===== src/rtl/dcache_flush_if.sv =====
// Bus between the D$ flush sequencer and its surroundings: LSU command/status,
// tag/state read port, writeback request channel and dirty-bit clear.
interface dcache_flush_if #(
   parameter int NUM_SETS    = 64,
   parameter int NUM_WAYS    = 4,
   parameter int TAG_BITS    = 20,
   parameter int OFFSET_BITS = 6
);
   localparam int SET_BITS = $clog2(NUM_SETS);
   localparam int WAY_BITS = $clog2(NUM_WAYS);

   logic                         flush_req;
   logic                         flush_busy;
   logic                         flush_done;
   logic [SET_BITS-1:0]          evict_set;
   logic [NUM_WAYS*TAG_BITS-1:0] wb_tags;
   logic [NUM_WAYS-1:0]          valid_bits;
   logic [NUM_WAYS-1:0]          dirty_bits;
   // wb_req: one line transfers in each cycle with wb_req_valid && wb_req_ready.
   // While valid is high and ready low, addr and way hold; valid only drops
   // without a transfer when rst is asserted.
   logic                         wb_req_valid;
   logic                         wb_req_ready;
   logic [31:0]                  wb_req_addr;
   logic [WAY_BITS-1:0]          wb_req_way;
   logic                         clean_en;
   logic [SET_BITS-1:0]          clean_set;
   logic [WAY_BITS-1:0]          clean_way;

   modport master (
      input  flush_req, wb_tags, valid_bits, dirty_bits, wb_req_ready,
      output flush_busy, flush_done, evict_set, wb_req_valid, wb_req_addr,
             wb_req_way, clean_en, clean_set, clean_way
   );

   modport slave (
      output flush_req, wb_tags, valid_bits, dirty_bits, wb_req_ready,
      input  flush_busy, flush_done, evict_set, wb_req_valid, wb_req_addr,
             wb_req_way, clean_en, clean_set, clean_way
   );
endinterface


===== src/rtl/dcache_flush_ctrl.sv =====
// D$ flush sequencer: walks every set, reads tags/valid/dirty one cycle after
// driving evict_set, and writes back each valid+dirty way lowest-first.
module dcache_flush_ctrl #(
   parameter int NUM_SETS    = 64,
   parameter int NUM_WAYS    = 4,
   parameter int TAG_BITS    = 20,
   parameter int OFFSET_BITS = 6
) (
   input  logic              clk,
   input  logic              rst,
   dcache_flush_if.master    bus,
   output logic [2:0]        dbg_state
);
   localparam int SET_BITS = $clog2(NUM_SETS);
   localparam int WAY_BITS = $clog2(NUM_WAYS);

   typedef enum logic [2:0] {
      S_IDLE  = 3'd0,
      S_READ  = 3'd1,
      S_CHECK = 3'd2,
      S_ISSUE = 3'd3,
      S_DONE  = 3'd4
   } state_t;

   state_t              state;
   logic [SET_BITS-1:0] cur_set;
   logic [NUM_WAYS-1:0] pend;
   logic [TAG_BITS-1:0] tag_q [NUM_WAYS];
   logic                busy_q;
   logic                done_q;
   logic                req_valid_q;
   logic [WAY_BITS-1:0] req_way_q;
   logic [31:0]         req_addr_q;

   logic [TAG_BITS-1:0] in_tag [NUM_WAYS];
   logic [NUM_WAYS-1:0] hit;
   logic [NUM_WAYS-1:0] pend_left;
   logic                last_set;
   logic                handshake;

   function automatic logic [WAY_BITS-1:0] low_way(input logic [NUM_WAYS-1:0] v);
      low_way = '0;
      for (int i = NUM_WAYS - 1; i >= 0; i--) begin
         if (v[i]) low_way = WAY_BITS'(i);
      end
   endfunction

   function automatic logic [31:0] line_addr(input logic [TAG_BITS-1:0] tag,
                                             input logic [SET_BITS-1:0] set);
      line_addr = {tag, set, {OFFSET_BITS{1'b0}}};
   endfunction

   always_comb begin
      for (int w = 0; w < NUM_WAYS; w++) begin
         in_tag[w] = bus.wb_tags[w*TAG_BITS +: TAG_BITS];
      end
   end

   // Invalid lines never write back, whatever their dirty bit says.
   assign hit       = bus.valid_bits & bus.dirty_bits;
   assign last_set  = (cur_set == SET_BITS'(NUM_SETS - 1));
   assign handshake = req_valid_q & bus.wb_req_ready;

   always_comb begin
      pend_left            = pend;
      pend_left[req_way_q] = 1'b0;
   end

   always_ff @(posedge clk) begin
      if (rst) begin
         state       <= S_IDLE;
         cur_set     <= '0;
         pend        <= '0;
         busy_q      <= 1'b0;
         done_q      <= 1'b0;
         req_valid_q <= 1'b0;
         req_way_q   <= '0;
         req_addr_q  <= '0;
         for (int w = 0; w < NUM_WAYS; w++) tag_q[w] <= '0;
      end else begin
         case (state)
            S_IDLE: begin
               if (bus.flush_req) begin
                  cur_set <= '0;
                  busy_q  <= 1'b1;
                  state   <= S_READ;
               end
            end
            S_READ: state <= S_CHECK;
            S_CHECK: begin
               for (int w = 0; w < NUM_WAYS; w++) tag_q[w] <= in_tag[w];
               pend <= hit;
               if (|hit) begin
                  state       <= S_ISSUE;
                  req_valid_q <= 1'b1;
                  req_way_q   <= low_way(hit);
                  req_addr_q  <= line_addr(in_tag[low_way(hit)], cur_set);
               end else if (last_set) begin
                  state  <= S_DONE;
                  done_q <= 1'b1;
               end else begin
                  cur_set <= cur_set + SET_BITS'(1);
                  state   <= S_READ;
               end
            end
            S_ISSUE: begin
               if (handshake) begin
                  pend <= pend_left;
                  if (|pend_left) begin
                     req_way_q  <= low_way(pend_left);
                     req_addr_q <= line_addr(tag_q[low_way(pend_left)], cur_set);
                  end else begin
                     req_valid_q <= 1'b0;
                     req_way_q   <= '0;
                     req_addr_q  <= '0;
                     if (last_set) begin
                        state  <= S_DONE;
                        done_q <= 1'b1;
                     end else begin
                        cur_set <= cur_set + SET_BITS'(1);
                        state   <= S_READ;
                     end
                  end
               end
            end
            S_DONE: begin
               done_q <= 1'b0;
               busy_q <= 1'b0;
               state  <= S_IDLE;
            end
            default: state <= S_IDLE;
         endcase
      end
   end

   // evict_set tracks cur_set through the whole walk so the BRAM read stays on
   // the set being issued; it is forced to 0 only while idle.
   assign bus.flush_busy   = busy_q;
   assign bus.flush_done   = done_q;
   assign bus.evict_set    = busy_q ? cur_set : '0;
   assign bus.wb_req_valid = req_valid_q;
   assign bus.wb_req_addr  = req_addr_q;
   assign bus.wb_req_way   = req_way_q;
   assign bus.clean_en     = handshake;
   assign bus.clean_set    = busy_q ? cur_set : '0;
   assign bus.clean_way    = req_way_q;
   assign dbg_state        = state;
endmodule


===== src/flat_wrapper.sv =====
// flat-port wrapper written by rule: the top's interface ports become plain ports
module dcache_flush_ctrl_flat 
#(
   parameter int NUM_SETS    = 64,
   parameter int NUM_WAYS    = 4,
   parameter int TAG_BITS    = 20,
   parameter int OFFSET_BITS = 6
)
  (clk, rst, dbg_state, bus_flush_req, bus_wb_tags, bus_valid_bits, bus_dirty_bits, bus_wb_req_ready, bus_flush_busy, bus_flush_done, bus_evict_set, bus_wb_req_valid, bus_wb_req_addr, bus_wb_req_way, bus_clean_en, bus_clean_set, bus_clean_way);
  dcache_flush_if #(.NUM_SETS(NUM_SETS), .NUM_WAYS(NUM_WAYS), .TAG_BITS(TAG_BITS), .OFFSET_BITS(OFFSET_BITS)) bus_i ();
  input  logic clk;
  input  logic rst;
  output logic [2:0] dbg_state;
  input wire logic [$bits(bus_i.flush_req)-1:0] bus_flush_req;
  input wire logic [$bits(bus_i.wb_tags)-1:0] bus_wb_tags;
  input wire logic [$bits(bus_i.valid_bits)-1:0] bus_valid_bits;
  input wire logic [$bits(bus_i.dirty_bits)-1:0] bus_dirty_bits;
  input wire logic [$bits(bus_i.wb_req_ready)-1:0] bus_wb_req_ready;
  output wire logic [$bits(bus_i.flush_busy)-1:0] bus_flush_busy;
  output wire logic [$bits(bus_i.flush_done)-1:0] bus_flush_done;
  output wire logic [$bits(bus_i.evict_set)-1:0] bus_evict_set;
  output wire logic [$bits(bus_i.wb_req_valid)-1:0] bus_wb_req_valid;
  output wire logic [$bits(bus_i.wb_req_addr)-1:0] bus_wb_req_addr;
  output wire logic [$bits(bus_i.wb_req_way)-1:0] bus_wb_req_way;
  output wire logic [$bits(bus_i.clean_en)-1:0] bus_clean_en;
  output wire logic [$bits(bus_i.clean_set)-1:0] bus_clean_set;
  output wire logic [$bits(bus_i.clean_way)-1:0] bus_clean_way;
  assign bus_i.flush_req = bus_flush_req;
  assign bus_i.wb_tags = bus_wb_tags;
  assign bus_i.valid_bits = bus_valid_bits;
  assign bus_i.dirty_bits = bus_dirty_bits;
  assign bus_i.wb_req_ready = bus_wb_req_ready;
  assign bus_flush_busy = bus_i.flush_busy;
  assign bus_flush_done = bus_i.flush_done;
  assign bus_evict_set = bus_i.evict_set;
  assign bus_wb_req_valid = bus_i.wb_req_valid;
  assign bus_wb_req_addr = bus_i.wb_req_addr;
  assign bus_wb_req_way = bus_i.wb_req_way;
  assign bus_clean_en = bus_i.clean_en;
  assign bus_clean_set = bus_i.clean_set;
  assign bus_clean_way = bus_i.clean_way;
  dcache_flush_ctrl #(.NUM_SETS(NUM_SETS), .NUM_WAYS(NUM_WAYS), .TAG_BITS(TAG_BITS), .OFFSET_BITS(OFFSET_BITS)) u_core (.clk(clk), .rst(rst), .bus(bus_i), .dbg_state(dbg_state));
endmodule

===== config.mk =====
export PLATFORM = sky130hd
export DESIGN_NAME = dcache_flush_ctrl_flat
export DESIGN_NICKNAME = d
export VERILOG_FILES = /design/src/rtl/dcache_flush_if.sv /design/src/rtl/dcache_flush_ctrl.sv /design/src/flat_wrapper.sv
export SDC_FILE = /design/constraint.sdc
export NUM_CORES = 1
export LEC_CHECK = 0
export BUFFER_PORTS_ARGS = -buffer_cell sky130_fd_sc_hd__buf_2
export CORE_MARGIN = 4
export CORE_UTILIZATION = 55
export DETAILED_ROUTE_END_ITERATION = 10
export PLACE_DENSITY = 0.81
export REMOVE_ABC_BUFFERS = 1
export SKIP_LAST_GASP = 1
export SLEW_MARGIN = 10
export SYNTH_ARGS = -nofsm -noshare
export SYNTH_HDL_FRONTEND = slang
export SYNTH_SLANG_ARGS = --single-unit

===== constraint.sdc =====
create_clock -name clk -period 3.1 [get_ports clk]
set_clock_uncertainty 0.05 [all_clocks]
set_input_delay 0.31 -clock clk [delete_from_list [all_inputs] [get_ports clk]]
set_output_delay 0.31 -clock clk [all_outputs]
set_load 0.03 [all_outputs]

# Word-level counts from Yosys, hierarchy flattened
# Memories as Yosys holds them, arrays and structs flattened.
# Index checks and enable logic that the tools add are counted.
# totals
ff_bits	50
mem_bits_rw	80
in_bits	92
output_inout_bits	55
memories	1
# classes
n_addsub	1
n_lt_le_gt_ge	3
eq_ne	10
muxes	62
bitwise_logic	9
n_reduce_logical	15
# mem_list
name	depth	word_bits	read_ports	rd_clocked_by_memory_dff	write_ports	line_no	text
u_core.tag_q	4	20	1	0	4	dcache_flush_ctrl.sv:28	logic [TAG_BITS-1:0] tag_q [NUM_WAYS];
# op_table
cell	n
20-bit 2-to-1 mux	6
32-bit 2-to-1 mux	3
32-bit one-hot mux with 2 select lines	1
20-bit binary-select mux with 2-bit select	1
6-bit 2-to-1 mux	6
2-bit 2-to-1 mux	17
6-bit one-hot mux with 3 select lines	1
3-bit 2-to-1 mux	5
1-bit 2-to-1 mux	14
3-bit one-hot mux with 4 select lines	1
4-bit AND	2
2-bit inequality test, second input constant	4
4-bit one-hot mux with 2 select lines	1
4-bit AND reduction	2
4-bit OR reduction	2
6-bit by 1-bit adder with 6-bit output, second input constant	1
3-bit by 2-bit == test with 1-bit output, second input constant	2
6-bit == test, second input constant	1
3-bit AND reduction	2
3-bit nonzero test	2
5-bit AND reduction	1
4-bit 2-to-1 mux	1
4-bit inverter	1
1-bit bitwise OR	4
16 further kinds	19

# Longest topological paths before layout
# An unclocked memory read counts as a cell.
# logic_depth
word_depth	18
mapped_depth	7
depth_no_buf	5

# Worst setup path before layout
# Ideal clock, no wire load.
# synth_path
kind	register to register
start	reg u_core.state[1] (netlist: u_core.dbg_state[1])
end	mem u_core.tag_q[0][0] (enable)
setup_time_ps	404
arrival_time_ps	2182
t_required_ps	2646
slack_ps	464
stages_incl_launch_ff	3
path_buffers	0
period_less_slack_ps	2636
cell_sequence	dfxtp_1 -> nor3b_1 -> or2_2
# synth_lines
item	line_no	text
start, declared	dcache_flush_ctrl.sv:25	state_t state;
start signal, assigned	dcache_flush_ctrl.sv:71	state <= S_IDLE;
start signal, assigned	dcache_flush_ctrl.sv:86	state <= S_READ;
start signal, assigned	dcache_flush_ctrl.sv:89	S_READ: state <= S_CHECK;
end, declared	dcache_flush_ctrl.sv:28	

==> impl_results.md <==
* Outcome: completed
* Pre-CTS WS at 0.733 ns
* Layer with the highest usage: met2
* Io pins at 147
* WS Path Type: reg2reg
* RD Place Congestion at 0.898
* RSZ-0062 raised after global routing: false
* Clk sinks at around 120
* Initial antenna violation count at 0
* Setup ws final at around 0.61 ns
* Crit path largest cell delay at 0.77 ns
* Area growth syn-to-layout at 20.0%
* Syn Area/Cell at 11.4 µm²
* Largest net degree at the start of global routing at 81
* Die area at around 14000 µm²
* Pwr/cell area at between 500 and 600 nW/µm²
* WL/cell at 20.2 µm
* Setup crit end kind: flip-flop
* Crit-path slowest cell: nor3b_1
* Main synth FF type: edfxtp_1
* Internal reg-to-reg setup slack at 0.61 ns
* Number of diodes at 0
* Critical Path AT at 2.72 ns
* WP data required at between 3 and 4 ns
* Cell Rows at 39
* Met1 usage at 0.318
* IO Port Bufs at 140
* Clk root buf: clkbuf_16
* Cell family with most CP delay: simple AND/OR/NAND/NOR gates
* CTS tree: done
* Count of final setup violators at 0
* Max-cap violations at 0
* Commonest cells after routing, fill and taps aside: 140 x buf_2, 88 x and2_1, 80 x edfxtp_1, 59 x mux2_2, 44 x dfxtp_1
* Cts hold-fix bufs at 0
* Worst r2r src: u_core.dbg_state[2]
* CP Buf/Inv Count at 1
* Synth Register Bits at approximately 120
* Number of routed nets with antenna violations at 0
* Synth cell types at 55
* Total power after layout at 0.00457 W
* Tmin final at between 2 and 2.5 ns
* Period utilisation layout at 0.804
* Post-CTS sizing at 0
* Hold Startpoint: bus_wb_tags[65]
* Worst R2R End: u_core.tag_q[2][18]
* Measured slew at the worst slew-check pin at 0.991 ns
* First-pass GRT wire length at 26.3 mm
* Commonest non-fill, non-tap cell in the layout: buf_2
* Post-synth EDFFs at 80
* Final max-slew violation count at 0
* Vias in the first global route at 5186
* Die X at 117 µm
* Via Count at 5183
* Leak at 3.12 nW
* Die height at 117 µm
* Hold depth at 2
* Seq/Total Area, Yosys at 0.504
* Min-Delay Endpoint: u_core.tag_q[3][5]
* Reg clk slew, reported paths at roughly 0.05 ns
* Achievable Freq at ~0.4 GHz
* Min-Delay Path Class: in2reg
* First DRT Iteration DRCs at 458
* Share of layout cells above drive strength 1 at 0.394
* Global route overflow at 0
* Mapped cell area at 6520 µm²
* Worst VDD drop at between 0.0003 and 0.0004 V
* Cell taking the most area after synthesis: edfxtp_1
* Rel. slew slack at 0.336
* Worst-path cell chain: nor3b_1 -> nor2b_4 -> buf_4 -> and2_1
* Total core area at 11500 µm²
* Post-CTS Setup Inserts at 0
* Routed WL at 17.2 mm
* Synth top area share at 0.369
* Met2 global-route usage at 0.426
* Async SR Flop Fraction at 0
* Depth of the most critical reg-to-reg path at 4
* Nets at 786
* Worst-path fanout max at 80
* Vias/cell at 6.10
* M3 GR Usage at 0.0566
* DR DRC count at 0
* CTS Buf Count at 17
* Cells after Synth at 571
* Syn. warnings at 0
* Total GRT Usage at 0.252
* 1st-pass router iterations at 5
* Maximum root-to-sink buffer count at 2
* Initial Utilization at 0.566
* Final HPWL from detailed placement at 11.4 mm
* Synth top area cells: edfxtp_1 37%, dfxtp_1 14%, mux2_2 10%, and2_1 8.4%, o221a_2 3.5%
* H-tree levels at 4
* Fin. Hold Viols at 0
* Clock latency on the worst-skew pair at 0.41 ns
* CP startpoint kind: flip-flop
==> cell usage after synthesis, types with 3 or more instances <==
cell       n
a211oi_1   5
a21oi_1   15
a311oi_1  21
a31oi_1    3
a32oi_1   20
and2_1    88
buf_1      3
buf_2      8
buf_4     16
buf_6      6
clkbuf_1  26
dfxtp_1   44
edfxtp_1  80
inv_1      6
mux2_2    59
mux2i_1    7
nand2_1   21
nand2b_1   6
nand3_1   13
nand4b_1   3
nor2_1    28
nor3_1     3
o21a_1     6
o21ai_0   28
o221a_2   20
==> stage by stage <==
step	instance area, µm²	utilization	hold slack [ns]	std cells	setup TNS (ns)
after floorplan	6200	-	0.329	517	-12.94
after global placement	7240	0.629	0.389	817	0
after detailed placement	7240	0.629	0.398	817	0
after CTS	7820	0.679	0.125	849	0
after global routing	7820	0.679	0.133	849	0
final	7820	0.679	0.138	849	0
==> cell families after synthesis <==
group	after synthesis	share of synthesized area
flops	124	0.504
compound gates	135	0.170
buf+inv	66	0.0557
fa+ha+maj	1	0.00192
other cells	1	0.000575
mux	68	0.116
simple gates	176	0.152
==> routing by layer <==
metal,vias up,routed length (µm)
met5,-,0
met2,228,8580
met4,0,434
met1,2535,6950
li1,2380,-
met3,40,1180
==> report_power, final <==
| group | total (W) | leakage, nW | internal [W] | switching (W) |
|---|---|---|---|---|
| Combinational | 0.000655 | 1.64 | 0.000261 | 0.000394 |
| Clock | 0.00198 | 0.284 | 0.00128 | 0.000701 |
| Sequential | 0.00193 | 1.19 | 0.00188 | 0.0000533 |
==> registers in the layout (all words and copies together), names as in the netlist <==
name	cells
u_core.bus.clean_way	2
u_core.bus.flush_busy	1
u_core.bus.flush_done	1
u_core.bus.wb_req_addr	26
u_core.bus.wb_req_valid	1
u_core.cur_set	6
u_core.dbg_state	3
u_core.pend	4
u_core.tag_q	80
==> worst max path at each step <==
stage / start / end / slack (ns) / cells after the start
5_1_grt: u_core.dbg_state[2] / u_core.tag_q[3][14] / 0.45 / 4
3_5_place_dp: u_core.dbg_state[2] / u_core.bus.wb_req_addr[19] / 0.73 / 5
4_1_cts: u_core.dbg_state[2] / u_core.tag_q[3][14] / 0.64 / 4
3_3_place_gp: u_core.dbg_state[2] / u_core.tag_q[2][1] / 0.79 / 4
6_report: u_core.dbg_state[2] / u_core.tag_q[2][18] / 0.61 / 4
2_1_floorplan: u_core.dbg_state[1] / u_core.tag_q[0][0] / -0.16 / 3
==> cell type report <==
type / count / area, µm²
clock buffer: 24 / 462
tap: 143 / 179
sequential: 124 / 3280
fill: 868 / 3690
clock inverter: 8 / 118
multi-input combinational: 386 / 2920
inverter: 7 / 26.3
timing repair buffer: 157 / 841
No activity file was read; power rests on OpenSTA's default activity.
